<file path="config.mk">
export PLATFORM = sky130hd
export DESIGN_NAME = mem_access_stage
export DESIGN_NICKNAME = d
export VERILOG_FILES = /design/src/rtl/mem_access_stage_pkg.sv /design/src/rtl/mem_access_stage_byte_lane.sv /design/src/rtl/mem_access_stage.sv
export SDC_FILE = /design/constraint.sdc
export NUM_CORES = 1
export LEC_CHECK = 0
export BUFFER_PORTS_ARGS = -buffer_cell sky130_fd_sc_hd__buf_4
export CAP_MARGIN = 20
export CELL_PAD_IN_SITES_DETAIL_PLACEMENT = 1
export CELL_PAD_IN_SITES_GLOBAL_PLACEMENT = 2
export CORE_UTILIZATION = 30
export CTS_CLUSTER_DIAMETER = 150
export DETAILED_ROUTE_END_ITERATION = 10
export PLACE_DENSITY = 0.91
export SLEW_MARGIN = 20
export SYNTH_ARGS = -nofsm -noshare
export SYNTH_HDL_FRONTEND = slang
export SYNTH_HIERARCHICAL = 1
export SYNTH_SLANG_ARGS = --single-unit
</file>
<file path="constraint.sdc">
create_clock -name clock -period 3.8 [get_ports clock]
set_input_delay 0.38 -clock clock [delete_from_list [all_inputs] [get_ports clock]]
set_output_delay 0.38 -clock clock [all_outputs]
set_load 0.02 [all_outputs]
</file>
<file path="src/rtl/mem_access_stage_pkg.sv">
// Shared opcode constants, byte-lane geometry and the pending-access record
// for the memory access stage.
package mem_access_stage_pkg;

    localparam int BYTE_LANES = 4;

    // Memory opcodes (MIPS-style primary opcode field)
    localparam logic [5:0] OP_LB  = 6'h20;
    localparam logic [5:0] OP_LW  = 6'h23;
    localparam logic [5:0] OP_LBU = 6'h24;
    localparam logic [5:0] OP_SB  = 6'h28;
    localparam logic [5:0] OP_SW  = 6'h2B;

    // What the stage must remember about an access while it waits for ack
    typedef struct packed {
        logic       is_load;
        logic       is_byte;
        logic       sign_ext;
        logic [1:0] offset;
        logic [4:0] dest;
        logic       reg_write;
    } pend_t;

    function automatic logic is_mem_opcode(input logic [5:0] op);
        return op inside {OP_LB, OP_LW, OP_LBU, OP_SB, OP_SW};
    endfunction

endpackage

</file>
<file path="src/rtl/mem_access_stage_byte_lane.sv">
// Big-endian byte-lane helper: store-side enables/replication and load-side
// byte extraction with sign or zero extension. Purely combinational.
module mem_byte_lane
    import mem_access_stage_pkg::*;
#(
    parameter int WIDTH = 32
) (
    input  logic [1:0]            st_offset,
    input  logic                  st_byte,
    input  logic [WIDTH-1:0]      st_data,
    output logic [BYTE_LANES-1:0] st_be,
    output logic [WIDTH-1:0]      st_wdata,
    input  logic [1:0]            ld_offset,
    input  logic                  ld_byte,
    input  logic                  ld_signed,
    input  logic [WIDTH-1:0]      ld_rdata,
    output logic [WIDTH-1:0]      ld_data
);

    logic [7:0] ld_sel;

    // Store side: offset 0 is the most significant lane
    always_comb begin
        st_be    = st_byte ? (BYTE_LANES'(4'b1000) >> st_offset) : {BYTE_LANES{1'b1}};
        st_wdata = st_byte ? {BYTE_LANES{st_data[7:0]}} : st_data;
    end

    // Load side: pick the addressed byte and widen it
    always_comb begin
        case (ld_offset)
            2'd0:    ld_sel = ld_rdata[31:24];
            2'd1:    ld_sel = ld_rdata[23:16];
            2'd2:    ld_sel = ld_rdata[15:8];
            default: ld_sel = ld_rdata[7:0];
        endcase
        if (!ld_byte)
            ld_data = ld_rdata;
        else if (ld_signed)
            ld_data = {{(WIDTH-8){ld_sel[7]}}, ld_sel};
        else
            ld_data = {{(WIDTH-8){1'b0}}, ld_sel};
    end

endmodule

</file>
<file path="src/rtl/mem_access_stage.sv">
// Memory access stage: issues one data-memory access per load/store with a
// req/ack handshake and bounded wait, passes other results straight through,
// and emits a single registered writeback packet per accepted instruction.
module mem_access_stage
    import mem_access_stage_pkg::*;
#(
    parameter int WIDTH   = 32,
    parameter int TIMEOUT = 16
) (
    input  logic                  clock,
    input  logic                  reset_n,
    input  logic                  w_valid_in,
    output logic                  w_ready_out,
    input  logic [5:0]            w_op_code_6,
    input  logic                  w_mem_op,
    input  logic [WIDTH-1:0]      w_alu_result_x,
    input  logic [WIDTH-1:0]      w_store_data_x,
    input  logic [4:0]            w_dest_reg_5,
    input  logic                  w_reg_write,
    output logic                  w_dmem_req,
    output logic                  w_dmem_we,
    output logic [WIDTH-1:0]      w_dmem_addr,
    output logic [WIDTH-1:0]      w_dmem_wdata,
    output logic [BYTE_LANES-1:0] w_dmem_be,
    input  logic [WIDTH-1:0]      w_dmem_rdata,
    input  logic                  w_dmem_ack,
    output logic                  w_wb_valid,
    output logic [WIDTH-1:0]      w_wb_data_x,
    output logic [4:0]            w_wb_dest_5,
    output logic                  w_wb_write,
    output logic                  w_exc_misaligned,
    output logic                  w_exc_bus_error
);

    localparam logic STATE_IDLE   = 1'b0;
    localparam logic STATE_ACCESS = 1'b1;
    localparam int   CNT_W        = $clog2(TIMEOUT + 1);

    logic                  state_q, state_d;
    logic [CNT_W-1:0]      cnt_q, cnt_d;
    logic                  we_q, we_d;
    logic [WIDTH-1:0]      addr_q, addr_d;
    logic [WIDTH-1:0]      wdata_q, wdata_d;
    logic [BYTE_LANES-1:0] be_q, be_d;
    pend_t                 pend_q, pend_d;
    logic                  wb_valid_q, wb_valid_d;
    logic [WIDTH-1:0]      wb_data_q, wb_data_d;
    logic [4:0]            wb_dest_q, wb_dest_d;
    logic                  wb_write_q, wb_write_d;
    logic                  exc_mis_q, exc_mis_d;
    logic                  exc_bus_q, exc_bus_d;

    logic                  accept, mem_kind, word_op, byte_op, misaligned;
    logic                  start_access, ack_hit, timeout_hit;
    logic [BYTE_LANES-1:0] lane_be;
    logic [WIDTH-1:0]      lane_wdata, lane_rdata;

    assign accept       = w_valid_in & w_ready_out;
    // Unknown opcodes flagged as memory-class simply pass through
    assign mem_kind     = w_mem_op & is_mem_opcode(w_op_code_6);
    assign word_op      = (w_op_code_6 == OP_LW) | (w_op_code_6 == OP_SW);
    assign byte_op      = mem_kind & ~word_op;
    assign misaligned   = mem_kind & word_op & (w_alu_result_x[1:0] != 2'b00);
    assign start_access = accept & mem_kind & ~misaligned;
    assign ack_hit      = (state_q == STATE_ACCESS) & w_dmem_ack;
    // Ack takes priority over an expiring wait
    assign timeout_hit  = (state_q == STATE_ACCESS) & ~w_dmem_ack &
                          (cnt_q == CNT_W'(TIMEOUT - 1));

    mem_byte_lane #(.WIDTH(WIDTH)) u_lane (
        .st_offset (w_alu_result_x[1:0]),
        .st_byte   (byte_op),
        .st_data   (w_store_data_x),
        .st_be     (lane_be),
        .st_wdata  (lane_wdata),
        .ld_offset (pend_q.offset),
        .ld_byte   (pend_q.is_byte),
        .ld_signed (pend_q.sign_ext),
        .ld_rdata  (w_dmem_rdata),
        .ld_data   (lane_rdata)
    );

    // FSM state register
    always_ff @(posedge clock) begin
        if (!reset_n) state_q <= STATE_IDLE;
        else          state_q <= state_d;
    end

    // FSM next state: enter ACCESS on an aligned memory op, leave on ack or timeout
    always_comb begin
        state_d = state_q;
        case (state_q)
            STATE_IDLE:   if (start_access) state_d = STATE_ACCESS;
            default:      if (ack_hit || timeout_hit) state_d = STATE_IDLE;
        endcase
    end

    // FSM outputs: upstream stalls exactly while a request is outstanding
    always_comb begin
        w_ready_out = (state_q == STATE_IDLE);
        w_dmem_req  = (state_q == STATE_ACCESS);
    end

    // Datapath next values: bus fields latch only at access start, writeback per completion
    always_comb begin
        cnt_d      = cnt_q;
        we_d       = we_q;
        addr_d     = addr_q;
        wdata_d    = wdata_q;
        be_d       = be_q;
        pend_d     = pend_q;
        wb_valid_d = 1'b0;
        wb_data_d  = wb_data_q;
        wb_dest_d  = wb_dest_q;
        wb_write_d = wb_write_q;
        exc_mis_d  = 1'b0;
        exc_bus_d  = 1'b0;

        if (start_access) begin
            cnt_d            = '0;
            we_d             = (w_op_code_6 == OP_SW) | (w_op_code_6 == OP_SB);
            addr_d           = {w_alu_result_x[WIDTH-1:2], 2'b00};
            wdata_d          = lane_wdata;
            be_d             = lane_be;
            pend_d.is_load   = (w_op_code_6 == OP_LW) | (w_op_code_6 == OP_LB) |
                               (w_op_code_6 == OP_LBU);
            pend_d.is_byte   = byte_op;
            pend_d.sign_ext  = (w_op_code_6 == OP_LB);
            pend_d.offset    = w_alu_result_x[1:0];
            pend_d.dest      = w_dest_reg_5;
            pend_d.reg_write = w_reg_write;
        end else if (state_q == STATE_ACCESS && !w_dmem_ack) begin
            cnt_d = cnt_q + 1'b1;
        end

        if (accept && !start_access) begin
            wb_valid_d = 1'b1;
            wb_dest_d  = w_dest_reg_5;
            if (misaligned) begin
                exc_mis_d  = 1'b1;
                wb_write_d = 1'b0;
                wb_data_d  = '0;
            end else begin
                wb_write_d = w_reg_write;
                wb_data_d  = w_alu_result_x;
            end
        end else if (ack_hit) begin
            wb_valid_d = 1'b1;
            wb_dest_d  = pend_q.dest;
            wb_write_d = pend_q.is_load & pend_q.reg_write;
            wb_data_d  = pend_q.is_load ? lane_rdata : '0;
        end else if (timeout_hit) begin
            wb_valid_d = 1'b1;
            exc_bus_d  = 1'b1;
            wb_dest_d  = pend_q.dest;
            wb_write_d = 1'b0;
            wb_data_d  = '0;
        end
    end

    // Datapath registers with synchronous reset
    always_ff @(posedge clock) begin
        if (!reset_n) begin
            cnt_q      <= '0;
            we_q       <= 1'b0;
            addr_q     <= '0;
            wdata_q    <= '0;
            be_q       <= '0;
            pend_q     <= '0;
            wb_valid_q <= 1'b0;
            wb_data_q  <= '0;
            wb_dest_q  <= '0;
            wb_write_q <= 1'b0;
            exc_mis_q  <= 1'b0;
            exc_bus_q  <= 1'b0;
        end else begin
            cnt_q      <= cnt_d;
            we_q       <= we_d;
            addr_q     <= addr_d;
            wdata_q    <= wdata_d;
            be_q       <= be_d;
            pend_q     <= pend_d;
            wb_valid_q <= wb_valid_d;
            wb_data_q  <= wb_data_d;
            wb_dest_q  <= wb_dest_d;
            wb_write_q <= wb_write_d;
            exc_mis_q  <= exc_mis_d;
            exc_bus_q  <= exc_bus_d;
        end
    end

    assign w_dmem_we        = we_q;
    assign w_dmem_addr      = addr_q;
    assign w_dmem_wdata     = wdata_q;
    assign w_dmem_be        = be_q;
    assign w_wb_valid       = wb_valid_q;
    assign w_wb_data_x      = wb_data_q;
    assign w_wb_dest_5      = wb_dest_q;
    assign w_wb_write       = wb_write_q;
    assign w_exc_misaligned = exc_mis_q;
    assign w_exc_bus_error  = exc_bus_q;

endmodule
</file>
==> results of run 1 <==
==> worst max-delay path by stage <==
| stage | startpoint | to | slack (ns) | cells past startpoint |
|---|---|---|---|---|
| after floorplan | w_op_code_6[2] | w_dmem_wdata[12] | 1.71 | 11 |
| after global placement | pend_q[7] | w_wb_data_x[22] | 1.19 | 7 |
| after detailed placement | pend_q[7] | w_wb_data_x[22] | 1.09 | 7 |
| after CTS | pend_q[7] | w_wb_data_x[22] | 1.09 | 7 |
| after global routing | pend_q[7] | w_wb_data_x[22] | 0.89 | 7 |
| final | pend_q[7] | w_wb_data_x[22] | 1.07 | 7 |
==> layout make-up <==
| cell class | instances | area (sq um) |
|---|---|---|
| Timing Repair Buffer | 238 | 1787 |
| Inverter | 62 | 232.7 |
| Fill cell | 2587 | 12340 |
| Clock inverter | 13 | 163.9 |
| Clock buffer | 19 | 452.9 |
| Sequential cell | 125 | 2502 |
| Tap cell | 275 | 344.1 |
| Multi-Input combinational cell | 540 | 3264 |
==> critical path: cells and delay by family (launching register included) <==
| kind | cells | cell delay, ns |
|---|---|---|
| AND/OR/NAND/NOR | 2 | 0.29 |
| AO/OA/AOI/OAI | 4 | 1.07 |
| flip-flops | 1 | 0.90 |
| multiplexers | 1 | 0.37 |
==> per-stage QoR <==
stage                     setup slack (ns)  total power [uW]    util  cell area, sq um
after floorplan                      1.715              1667       -              6459
after global placement               1.192              1895  0.3855              8130
after detailed placement             1.090              1899  0.3855              8130
after CTS                            1.087              3623  0.4148              8747
after global routing                0.8875              3727  0.4148              8747
final                                1.066              3581  0.4148              8747
==> kinds of logic after synthesis <==
family | share of synthesized area
compound gates | 0.2995
simple gates | 0.1535
buf+inv | 0.1151
flops | 0.3877
mux | 0.03431
xor+xnor | 0.005428
fa+ha+maj | 0.003876
other cells | 0.0005810
==> layer usage <==
layer,share of wire,track usage
met1,0.45,0.2916
met2,0.46,0.3530
met3,0.071,0.06258
met4,0.022,0.07474
met5,0,0
==> cells in the final DEF (no fill, tap or decap), types with 3 or more instances in the layout <==
master,instances
sky130_fd_sc_hd__buf_4,238
sky130_fd_sc_hd__nand3_1,133
sky130_fd_sc_hd__dfxtp_1,125
sky130_fd_sc_hd__o21ai_0,86
sky130_fd_sc_hd__a21oi_1,67
sky130_fd_sc_hd__inv_1,61
sky130_fd_sc_hd__nand2_1,37
sky130_fd_sc_hd__o21ai_1,32
sky130_fd_sc_hd__o22ai_1,22
sky130_fd_sc_hd__a2bb2oi_1,21
sky130_fd_sc_hd__clkbuf_16,17
sky130_fd_sc_hd__a22oi_1,16
sky130_fd_sc_hd__mux2i_1,15
sky130_fd_sc_hd__a32oi_1,12
sky130_fd_sc_hd__o21ai_2,11
sky130_fd_sc_hd__nor2_1,9
sky130_fd_sc_hd__a21boi_1,9
sky130_fd_sc_hd__a22o_1,7
sky130_fd_sc_hd__a21o_1,7
sky130_fd_sc_hd__a221oi_1,5
sky130_fd_sc_hd__mux2_2,5
sky130_fd_sc_hd__and3b_1,3
sky130_fd_sc_hd__and3_1,3
sky130_fd_sc_hd__xor2_1,3
sky130_fd_sc_hd__bufinv_16,3
sky130_fd_sc_hd__clkinv_4,3
sky130_fd_sc_hd__clkinv_2,3
==> power breakdown <==
| part | switching (uW) | total [uW] | internal, uW |
|---|---|---|---|
| registers | 22.7 | 1370 | 1350 |
| logic | 284 | 499 | 214 |
| clock network | 642 | 1710 | 1070 |
| total | 949 | 3580 | 2630 |
==> flip-flops by register name (all words and copies together), names as in the netlist, 4 cells and up <==
signal,flops
w_dmem_wdata,32
pend_q,11
w_dmem_be,4
cnt_q,5
w_wb_dest_5,5
w_dmem_addr,30
w_wb_data_x,32
==> PnR_summary.wiki, run 1 <==
{| class="wikitable"
! Metric !! Value
|-
| Fraction of layout cells with a size suffix above 1 || 0.2989
|-
| DP HPWL || 16700 um
|-
| Endpoint required time on the critical path || 4.12 ns
|-
| Cells resized by post-CTS repair || 0
|-
| Relative max-transition margin || 0.4043
|-
| Nets@finish || 1099
|-
| Maximum clock skew at final layout || 0.009053 ns
|-
| Total routing resource utilization after global routing || 0.2236
|-
| Peak supply drop || 0.3708 mV
|-
| Worst hold slack across all endpoints || 0.2178 ns
|-
| Vias in the first global route || 6840
|-
| Largest driver fanout on the critical path || 24
|-
| Post-route minimum period || 2.734 ns
|-
| Maximum single-stage delay on the critical path || 0.90 ns
|-
| Effective utilization at floorplan || 0.3061
|-
| Buffers added on ports || 222
|-
| Clk slew on worst S/H paths || 0.06 ns
|-
| Site Rows || 53
|-
| Worst reg2reg path depth || 7
|-
| Startpoint class of the critical path || flop
|-
| Hold path endpoint || w_wb_dest_5[2]
|-
| Proportion of register bits with asynchronous set or reset after synthesis || 0
|-
| Die area || 22110 sq um
|-
| Buffers inserted during post-CTS setup optimization || 0
|-
| Count of hold buffers inserted by post-cts repair || 0
|-
| R2r startpoint || pend_q[7]
|-
| TritonCTS Buffers || 17
|-
| Status || completed
|-
| Cell count of the worst hold path || 3
|-
| Placed Cells incl. Taps || 1240
|-
| Layout-stage area growth over the synthesis result || 35.51%
|-
| Avg Synthesized Cell Area || 7.824 sq um
|-
| Crit-path most repeated cell || sky130_fd_sc_hd__nand3_1
|-
| Number of antenna violations at the first check in global routing || 0
|-
| Highest clock rate || 0.3657 GHz
|-
| Antenna-violating nets left || 0
|-
| Most used flip-flop cell after synthesis || sky130_fd_sc_hd__dfxtp_1
|-
| Total wirelength of the detailed-routed design || 24480 um
|-
| Largest cells by area after synthesis || sky130_fd_sc_hd__dfxtp_1 (39%), sky130_fd_sc_hd__nand3_1 (10%), sky130_fd_sc_hd__o21ai_0 (6.7%), sky130_fd_sc_hd__a21oi_1 (5.2%), sky130_fd_sc_hd__inv_1 (3.6%)
|-
| Measured slew at the worst slew-check pin || 0.8924 ns
|-
| CTS Buffer Depth || 2
|-
| Number of iterations in the first detailed-routing pass || 4
|-
| Critical-path cell list || mux2i_1 > a2bb2oi_4 > o21ai_0 > nand3_1 > a22oi_1 > nand3_1 > a2bb2oi_1
|-
| Setup_tns || 0 ns
|-
| Wire length of the first global-routing pass || 38360 um
|-
| Number of primary I/O pins || 225
|-
| Cell count after synthesis || 825
|-
| Final std cells w/o fill || 1272
|-
| Clock latency reported for the late side of the worst-skew pair || 0.43 ns
|-
| Flip-flop and latch count after synthesis || 125
|-
| Worst min-delay path category || input port to flop
|-
| Number of sinks handled by clock tree synthesis || 125
|-
| Floorplan core area || 21090 sq um
|-
| Critical R2R Capture || w_wb_data_x[22]
|-
| Die Width || 148.7 um
|-
| Post-synthesis instance area || 6455 sq um
|-
| Unique masters post-synth || 50
|-
| Crit share post-route || 0.7196
|-
| Register area share after synthesis || 0.3877
|-
| Post-synth EDFFs || 0
|-
| Clock tree from TritonCTS || done
|-
| Commonest cells in the netlist || sky130_fd_sc_hd__nand3_1 (133), sky130_fd_sc_hd__dfxtp_1 (125), sky130_fd_sc_hd__o21ai_0 (86)
|-
| Count of H-tree levels built during CTS || 4
|-
| Number of max-capacitance violations reported || 0
|-
| Routed length per instance || 19.24 um
|-
| Setup repair after global routing missed its margin || no
|-
| Yosys warnings || 6
|-
| Critical Path Slowest Stage Cell || sky130_fd_sc_hd__dfxtp_1
|-
| Setup violators final || 0
|-
| Antenna diodes || 0
|-
| Number of endpoints with negative hold slack in the final report || 0
|-
| Yosys top cell area share || 0.3877
|-
| Most repeated cell in the gate-level netlist after synthesis || sky130_fd_sc_hd__nand3_1
|-
| DR vias/cell || 5.399
|-
| Global placement routability congestion || 0.8403
|-
| Standby leakage power || 0.003668 uW
|-
| Critical Path End Type || flop
|-
| Root Driver || sky130_fd_sc_hd__clkbuf_16
|-
| Iteration-0 DRC count of the detailed router || 332
|-
| Remaining routing DRC violations || 0
|-
| Classification of the worst setup path || flop to flop
|-
| Reg2reg setup slack || 1.07 ns
|-
| Die height || 148.7 um
|-
| Total power divided by cell area || 409.4 nW/um^2
|-
| Vias after detailed routing || 6867
|-
| Data arrival time of the critical path || 3.05 ns
|-
| HP Start || w_dest_reg_5[2]
|-
| Largest net degree at the start of global routing || 62
|-
| Final Max Slew Viols || 0
|-
| Gr ovfl total || 0
|-
| Cell accounting for the most synthesized area || sky130_fd_sc_hd__dfxtp_1
|}
(Power assumes the default switching activity.)
==> run 2, diff against run 1 <==
--- a/config.mk
+++ b/config.mk
@@ -9,10 +9,10 @@
 export CAP_MARGIN = 20
 export CELL_PAD_IN_SITES_DETAIL_PLACEMENT = 1
 export CELL_PAD_IN_SITES_GLOBAL_PLACEMENT = 2
-export CORE_UTILIZATION = 30
+export CORE_UTILIZATION = 25
 export CTS_CLUSTER_DIAMETER = 150
 export DETAILED_ROUTE_END_ITERATION = 10
-export PLACE_DENSITY = 0.91
+export PLACE_DENSITY = 0.81
 export SLEW_MARGIN = 20
 export SYNTH_ARGS = -nofsm -noshare
 export SYNTH_HDL_FRONTEND = slang
==> constraint.sdc (replaced) <==
create_clock -name clock -period 2.4 [get_ports clock]
set_input_delay 0.24 -clock clock [delete_from_list [all_inputs] [get_ports clock]]
set_output_delay 0.24 -clock clock [all_outputs]
set_load 0.02 [all_outputs]
==> PnR_summary.wiki, run 2 (synthesized netlist as in run 1, its figures left out) <==
{| class="wikitable"
! Metric !! Value
|-
| Worst min-delay path category || input port to flop
|-
| Number of iterations in the first detailed-routing pass || 5 (+1)
|-
| Int Pwr || 3943 uW (+50%)
|-
| Vias after detailed routing || 6779 (-1.3%)
|-
| Switching power || 1547 uW (+63%)
|-
| Power share of the sequential group || 0.396 (+0.013)
|-
| Highest clock rate || 0.4955 GHz (+35%)
|-
| Setup_tns || 0 ns (unchanged)
|-
| Floorplan core area || 25250 sq um (+20%)
|-
| Relative contribution of the clock network to total power || 0.456 (-0.022)
|-
| Status || completed
|-
| Count of H-tree levels built during CTS || 4 (unchanged)
|-
| Iteration-0 DRC count of the detailed router || 397 (+20%)
|-
| Die height || 162.7 um (+9.4%)
|-
| TritonCTS Buffers || 17 (unchanged)
|-
| Post-route minimum period || 2.018 ns (-0.7160 ns)
|-
| Worst reg2reg path depth || 6 (-1)
|-
| Reg2reg setup slack || 0.38 ns (-0.68 ns)
|-
| Standby leakage power || 0.003707 uW (+1.1%)
|-
| Post-placement worst setup slack || 0.4003 ns (-0.6894 ns)
|-
| Count of hold buffers inserted by post-cts repair || 0 (unchanged)
|-
| Setup violators final || 0 (unchanged)
|-
| Final Max Slew Viols || 0 (unchanged)
|-
| Critical R2R Capture || w_wb_data_x[12]
|-
| Crit share post-route || 0.8410 (+0.1214)
|-
| Total routing resource utilization after global routing || 0.1916 (-0.03200)
|-
| Largest net degree at the start of global routing || 61 (-1.6%)
|-
| Classification of the worst setup path || flop to flop
|-
| Setup repair after global routing missed its margin || no
|-
| Endpoint required time on the critical path || 2.69 ns (-1.43 ns)
|-
| Critical Path Slowest Stage Cell || sky130_fd_sc_hd__dfxtp_1
|-
| Buffers added on ports || 222 (unchanged)
|-
| Peak supply drop || 0.2688 mV (-28%)
|-
| Fraction of layout cells with a size suffix above 1 || 0.3042 (+0.005278)
|-
| Measured slew at the worst slew-check pin || 0.6000 ns (-0.2924 ns)
|-
| Buffers inserted during post-CTS setup optimization || 0 (unchanged)
|-
| Highest-count cells in the layout ignoring fill and taps || sky130_fd_sc_hd__buf_4 (241), sky130_fd_sc_hd__nand3_1 (133), sky130_fd_sc_hd__dfxtp_1 (125)
|-
| Startpoint class of the critical path || flop
|-
| Utilization of the core after routing || 0.3526 (-0.06219)
|-
| Wire length of the first global-routing pass || 38920 um (+1.5%)
|-
| Hold path endpoint || w_dmem_wdata[4]
|-
| Remaining routing DRC violations || 0 (unchanged)
|-
| Clock latency reported for the late side of the worst-skew pair || 0.43 ns (about the same)
|-
| Root Driver || sky130_fd_sc_hd__clkbuf_16
|-
| Cell count of the worst hold path || 3 (unchanged)
|-
| Count of buffering cells on the critical path with inverters included || 1 (+1)
|-
| Number of endpoints with negative hold slack in the final report || 0 (unchanged)
|-
| Total power divided by cell area || 616.6 nW/um^2 (+51%)
|-
| Comb power frac || 0.148 (+0.009)
|-
| Die Width || 162.7 um (+9.4%)
|-
| Most common cell after layout, fill and taps aside || sky130_fd_sc_hd__buf_4
|-
| Antenna-violating nets left || 0 (unchanged)
|-
| Largest driver fanout on the critical path || 20 (-17%)
|-
| HP Start || w_store_data_x[4]
|-
| DR vias/cell || 5.070 (-6.1%)
|-
| Routed length per instance || 19.09 um (-0.81%)
|-
| Number of primary I/O pins || 225 (unchanged)
|-
| Sw frac || 0.2818 (+0.01683)
|-
| Critical-path cell list || and3b_1 > a2bb2oi_4 > buf_4 > o21ai_2 > a32oi_1 > o22ai_1
|-
| CTS Buffer Depth || 2 (unchanged)
|-
| Site Rows || 58 (+9.4%)
|-
| Power, Total || 5490 uW (+53%)
|-
| Die area || 26470 sq um (+20%)
|-
| Vias in the first global route || 6765 (-1.1%)
|-
| Layout-stage area growth over the synthesis result || 37.95%
|-
| Maximum clock skew at final layout || 0.01472 ns (+0.005663 ns)
|-
| Clk slew on worst S/H paths || 0.07 ns (about the same)
|-
| Effective utilization at floorplan || 0.2556 (-0.05050)
|-
| Nets@finish || 1108 (+0.82%)
|-
| Cells resized by post-CTS repair || 0 (unchanged)
|-
| Total wirelength of the detailed-routed design || 25520 um (+4.3%)
|-
| Clock tree from TritonCTS || done
|-
| Number of fillers in the final layout || 3050 (+18%)
|-
| Cell type group with the largest total delay on the critical path || compound AO/OA/AOI/OAI gates
|-
| Gr ovfl total || 0 (unchanged)
|-
| Data arrival time of the critical path || 2.31 ns (-0.74 ns)
|-
| Critical Path End Type || flop
|-
| Number of antenna violations at the first check in global routing || 2 (+2)
|-
| Worst hold slack across all endpoints || 0.07762 ns (-0.1402 ns)
|-
| R2r startpoint || pend_q[6]
|-
| Maximum single-stage delay on the critical path || 0.57 ns (-0.33 ns)
|-
| Number of sinks handled by clock tree synthesis || 125 (unchanged)
|-
| Slack of the critical path || 0.3816 ns (-0.6840 ns)
|-
| Relative max-transition margin || 0.6000 (+0.1957)
|-
| Global placement routability congestion || 0.7978 (-5.1%)
|-
| DP HPWL || 17890 um (+7.1%)
|-
| Number of max-capacitance violations reported || 0 (unchanged)
|}
run 2: changes by cell type in the layout (fill, tap and decap cells not counted), sizes merged:
| cell | change |
|---|---|
| clkinvlp | +1 |
| clkinv | +1 |
| bufinv | -2 |
| buf | +9 |
| diode | +1 |
run 2: how the worst max path moves through the flow:
stage / start / endpoint / slack [ns] / depth (start not counted)
2_1_floorplan: w_op_code_6[2] / w_dmem_wdata[12] / 0.45 / 11
4_1_cts: cnt_q[0] / w_wb_data_x[30] / 0.39 / 8
3_5_place_dp: pend_q[6] / w_wb_data_x[18] / 0.40 / 8
5_1_grt: pend_q[6] / w_wb_data_x[9] / 0.21 / 7
6_report: pend_q[6] / w_wb_data_x[12] / 0.38 / 6
3_3_place_gp: pend_q[6] / w_wb_data_x[30] / 0.38 / 7
run 2: per-layer routing:
layer	vias up	part of all wire	track usage	routed length (um)
met1	3303	0.46	0.2563	11840
met3	14	0.054	0.04533	1389
met2	182	0.47	0.3104	12060
met5	-	0.00051	0	13
li1	3278	-	-	-
met4	2	0.0084	0.04248	215
run 2: area by class of cell:
type | count | area [sq um] | area share
diodes | 1 | 2.502 | 0.0002810
flip-flops and latches | 125 | 2502 | 0.2810
well taps | 330 | 412.9 | 0.04637
inverters | 62 | 234.0 | 0.02628
repair buffers | 247 | 1929 | 0.2167
multi-input cells | 540 | 3264 | 0.3666
clock buffers | 19 | 442.9 | 0.04974
clock inverters | 13 | 116.4 | 0.01307
run 2: power by group through the flow:
| stage | Combinational, uW | Sequential (uW) | Clock (uW) |
|---|---|---|---|
| final | 813 | 2170 | 2500 |
| after global placement | 813 | 2220 | 0 |
| after CTS | 819 | 2170 | 2570 |
| after global routing | 877 | 2180 | 2670 |
| after floorplan | 361 | 2280 | 0 |
| after detailed placement | 818 | 2220 | 0 |
run 2: stage by stage:
step	cell area [sq um]	cells
6_report	8905	1337
5_1_grt	8902	1336
4_1_cts	8902	1336
3_5_place_dp	8343	1304
3_3_place_gp	8343	1304
2_1_floorplan	6459	826
run 2: worst register-to-register path: cells and delay by family, from the launching register on:
| kind | cells | cell delay, ns |
|---|---|---|
| AOI/OAI and AO/OA | 4 | 0.81 |
| DFF | 1 | 0.57 |
| and+or+nand+nor | 1 | 0.26 |
| buffers and inverters | 1 | 0.25 |
==> run 3, diff against run 2 <==
--- a/config.mk
+++ b/config.mk
@@ -9,10 +9,10 @@
 export CAP_MARGIN = 20
 export CELL_PAD_IN_SITES_DETAIL_PLACEMENT = 1
 export CELL_PAD_IN_SITES_GLOBAL_PLACEMENT = 2
-export CORE_UTILIZATION = 25
+export CORE_UTILIZATION = 28
 export CTS_CLUSTER_DIAMETER = 150
 export DETAILED_ROUTE_END_ITERATION = 10
-export PLACE_DENSITY = 0.81
+export PLACE_DENSITY = 0.86
 export SLEW_MARGIN = 20
 export SYNTH_ARGS = -nofsm -noshare
 export SYNTH_HDL_FRONTEND = slang
==> constraint.sdc (replaced) <==
create_clock -name clock -period 2.05 [get_ports clock]
set_input_delay 0.205 -clock clock [delete_from_list [all_inputs] [get_ports clock]]
set_output_delay 0.205 -clock clock [all_outputs]
set_load 0.02 [all_outputs]
==> PnR_summary.wiki, run 3 (synthesized netlist as in run 1, its figures left out) <==
{| class="wikitable"
! Metric !! Value
|-
| Status || completed
|-
| Endpoint required time on the critical path || 2.32 ns (-0.37 ns)
|-
| Comb power frac || 0.146 (-0.002)
|-
| Startpoint class of the critical path || flop
|-
| Standard cell area after detailed placement || 8409 sq um (+0.79%)
|-
| Clock latency reported for the late side of the worst-skew pair || 0.42 ns (about the same)
|-
| Count of H-tree levels built during CTS || 4 (unchanged)
|-
| Crit share post-route || 0.9605 (+0.1195)
|-
| Number of antenna violations at the first check in global routing || 0 (-2)
|-
| Met3 global-route usage || 0.04679 (+0.001460)
|-
| Clk slew on worst S/H paths || 0.06 ns (about the same)
|-
| Classification of the worst setup path || flop to flop
|-
| Number of iterations in the first detailed-routing pass || 4 (-1)
|-
| Final Max Slew Viols || 0 (unchanged)
|-
| Antenna diodes || 0 (-1)
|-
| Die Width || 153.8 um (-5.4%)
|-
| Power share of the sequential group || 0.381 (-0.015)
|-
| Global placement routability congestion || 0.8338 (+4.5%)
|-
| Peak supply drop || 0.4586 mV (+71%)
|-
| Routed length per instance || 19.15 um (+0.30%)
|-
| Count of hold buffers inserted by post-cts repair || 0 (unchanged)
|-
| Number of primary I/O pins || 225 (unchanged)
|-
| Placed Cells incl. Taps || 1272 (-2.5%)
|-
| CTS Buffer Depth || 2 (unchanged)
|-
| DR vias/cell || 5.288 (+4.3%)
|-
| Gr ovfl total || 0 (unchanged)
|-
| TritonCTS Buffers || 17 (unchanged)
|-
| Nets@finish || 1124 (+1.4%)
|-
| Setup repair after global routing missed its margin || yes
|-
| Critical-path cell list || ha_1 > and3_1 > ha_1 > o21a_1 > nor2_2 > a21oi_4 > o22ai_1
|-
| Floorplan core area || 22640 sq um (-10%)
|-
| DP HPWL || 17610 um (-1.5%)
|-
| Buffers added on ports || 222 (unchanged)
|-
| Number of fillers in the final layout || 2715 (-11%)
|-
| Number of max-capacitance violations reported || 0 (unchanged)
|-
| Iteration-0 DRC count of the detailed router || 375 (-5.5%)
|-
| Setup violators final || 0 (unchanged)
|-
| Fraction of layout cells with a size suffix above 1 || 0.3190 (+0.01481)
|-
| Critical Path End Type || flop
|-
| Most common cell after layout, fill and taps aside || sky130_fd_sc_hd__buf_4
|-
| Die area || 23670 sq um (-11%)
|-
| Post-route design area || 9084 sq um (+2.0%)
|-
| Switching power || 1792 uW (+16%)
|-
| Crit-path most repeated cell || sky130_fd_sc_hd__ha_1
|-
| Number of sinks handled by clock tree synthesis || 125 (unchanged)
|-
| Die height || 153.8 um (-5.4%)
|-
| Data arrival time of the critical path || 2.24 ns (-0.07 ns)
|-
| Total power divided by cell area || 734.0 nW/um^2 (+19%)
|-
| Standby leakage power || 0.003813 uW (+2.9%)
|-
| Highest-count cells in the layout ignoring fill and taps || sky130_fd_sc_hd__buf_4 (252), sky130_fd_sc_hd__nand3_1 (133), sky130_fd_sc_hd__dfxtp_1 (125)
|-
| Clock tree from TritonCTS || done
|-
| Number of endpoints with negative hold slack in the final report || 0 (unchanged)
|-
| Vias after detailed routing || 6912 (+2.0%)
|-
| Maximum single-stage delay on the critical path || 0.50 ns (-0.07 ns)
|-
| Final std cells w/o fill || 1307 (-2.2%)
|-
| Root Driver || sky130_fd_sc_hd__clkbuf_16
|-
| Post-route minimum period || 1.969 ns (-0.04931 ns)
|-
| Met1 track utilization from global routing || 0.2829 (+0.02659)
|-
| Relative max-transition margin || 0.5394 (-0.06060)
|-
| Int Pwr || 4876 uW (+24%)
|-
| Measured slew at the worst slew-check pin || 0.6863 ns (+0.08629 ns)
|-
| Remaining routing DRC violations || 0 (unchanged)
|-
| Count of buffering cells on the critical path with inverters included || 0 (-1)
|-
| Total wirelength of the detailed-routed design || 25020 um (-2.0%)
|-
| Largest driver fanout on the critical path || 17 (-15%)
|-
| Met2 GRT Util || 0.3277 (+0.01726)
|-
| Site Rows || 55 (-5.2%)
|-
| Critical Path Slowest Stage Cell || sky130_fd_sc_hd__a21oi_4
|-
| Layout-stage area growth over the synthesis result || 40.72%
|-
| Total routing resource utilization after global routing || 0.2105 (+0.01881)
|-
| Wire length of the first global-routing pass || 38990 um (+0.18%)
|-
| Cell type group with the largest total delay on the critical path || compound AO/OA/AOI/OAI gates
|-
| Highest clock rate || 0.5079 GHz (+2.5%)
|-
| GRT busiest layer || met2
|-
| Worst min-delay path category || input port to flop
|-
| Maximum clock skew at final layout || 0.01232 ns (-0.002398 ns)
|-
| Largest net degree at the start of global routing || 71 (+16%)
|-
| Relative contribution of the clock network to total power || 0.473 (+0.017)
|-
| Effective utilization at floorplan || 0.2851 (+0.02951)
|-
| Antenna-violating nets left || 0 (unchanged)
|-
| Sw frac || 0.2687 (-0.01304)
|-
| Vias in the first global route || 6935 (+2.5%)
|}
## run 3: layout make-up
| class | instances | area (sq um) | area share |
|---|---|---|---|
| Clock buffer | 19 | 442.9 | 0.04876 |
| Tap cell | 285 | 356.6 | 0.03926 |
| Clock inverter | 13 | 166.4 | 0.01832 |
| Timing Repair Buffer | 262 | 2083 | 0.2293 |
| Multi-Input combinational cell | 541 | 3298 | 0.3631 |
| Sequential cell | 125 | 2502 | 0.2755 |
| Inverter | 62 | 234.0 | 0.02576 |
## run 3: power groups by stage
| stage | logic, uW | clock network, uW | registers [uW] |
|---|---|---|---|
| floorplan | 422 | 0 | 2670 |
| global placement | 956 | 0 | 2590 |
| detailed placement | 966 | 0 | 2590 |
| CTS | 977 | 3220 | 2540 |
| global route | 1050 | 3350 | 2550 |
| finish | 973 | 3150 | 2540 |
## run 3: path summary, 6_finish.rpt
path,cells past startpoint,endpoint,slack (ns),startpoint
max reg2reg,7,w_wb_data_x[15],0.08,cnt_q[0]
max,7,w_wb_data_x[15],0.08,cnt_q[0]
min reg2reg,2,w_wb_data_x[15],0.47,w_wb_data_x[15]
min,3,w_dmem_addr[20],0.05,w_alu_result_x[20]
## run 3: worst register-to-register path, delay by kind of cell (launching register included)
family,cells,cell delay [ns]
AOI/OAI and AO/OA,3,0.88
adders and majority gates,2,0.34
and+or+nand+nor,2,0.27
DFF,1,0.34
## run 3: metal layers
| layer | vias to the layer above | part of all wire |
|---|---|---|
| li1 | 3307 | - |
| met5 | - | 0 |
| met4 | 0 | 0.024 |
| met3 | 31 | 0.055 |
| met1 | 3371 | 0.47 |
| met2 | 203 | 0.45 |
## run 3: repair_timing
item                       CTS  global route
resized for setup            2             4
setup endpoints to repair   34            33
buffers inserted             0             2
pin swaps                    1             1
gates cloned                 1             0
## run 3: through the flow
step / setup TNS [ns] / setup WS, ns / util / hold slack (ns) / power (uW)
after floorplan: 0 / 0.1396 / - / 0.3471 / 3090
after global placement: -1.640 / -0.1303 / 0.3714 / 0.4503 / 3549
after detailed placement: -4.281 / -0.2097 / 0.3714 / 0.4642 / 3560
after CTS: 0 / 0.01462 / 0.3992 / 0.03623 / 6738
after global routing: -0.08082 / -0.03315 / 0.4012 / 0.03546 / 6940
final: 0 / 0.08096 / 0.4012 / 0.04564 / 6667
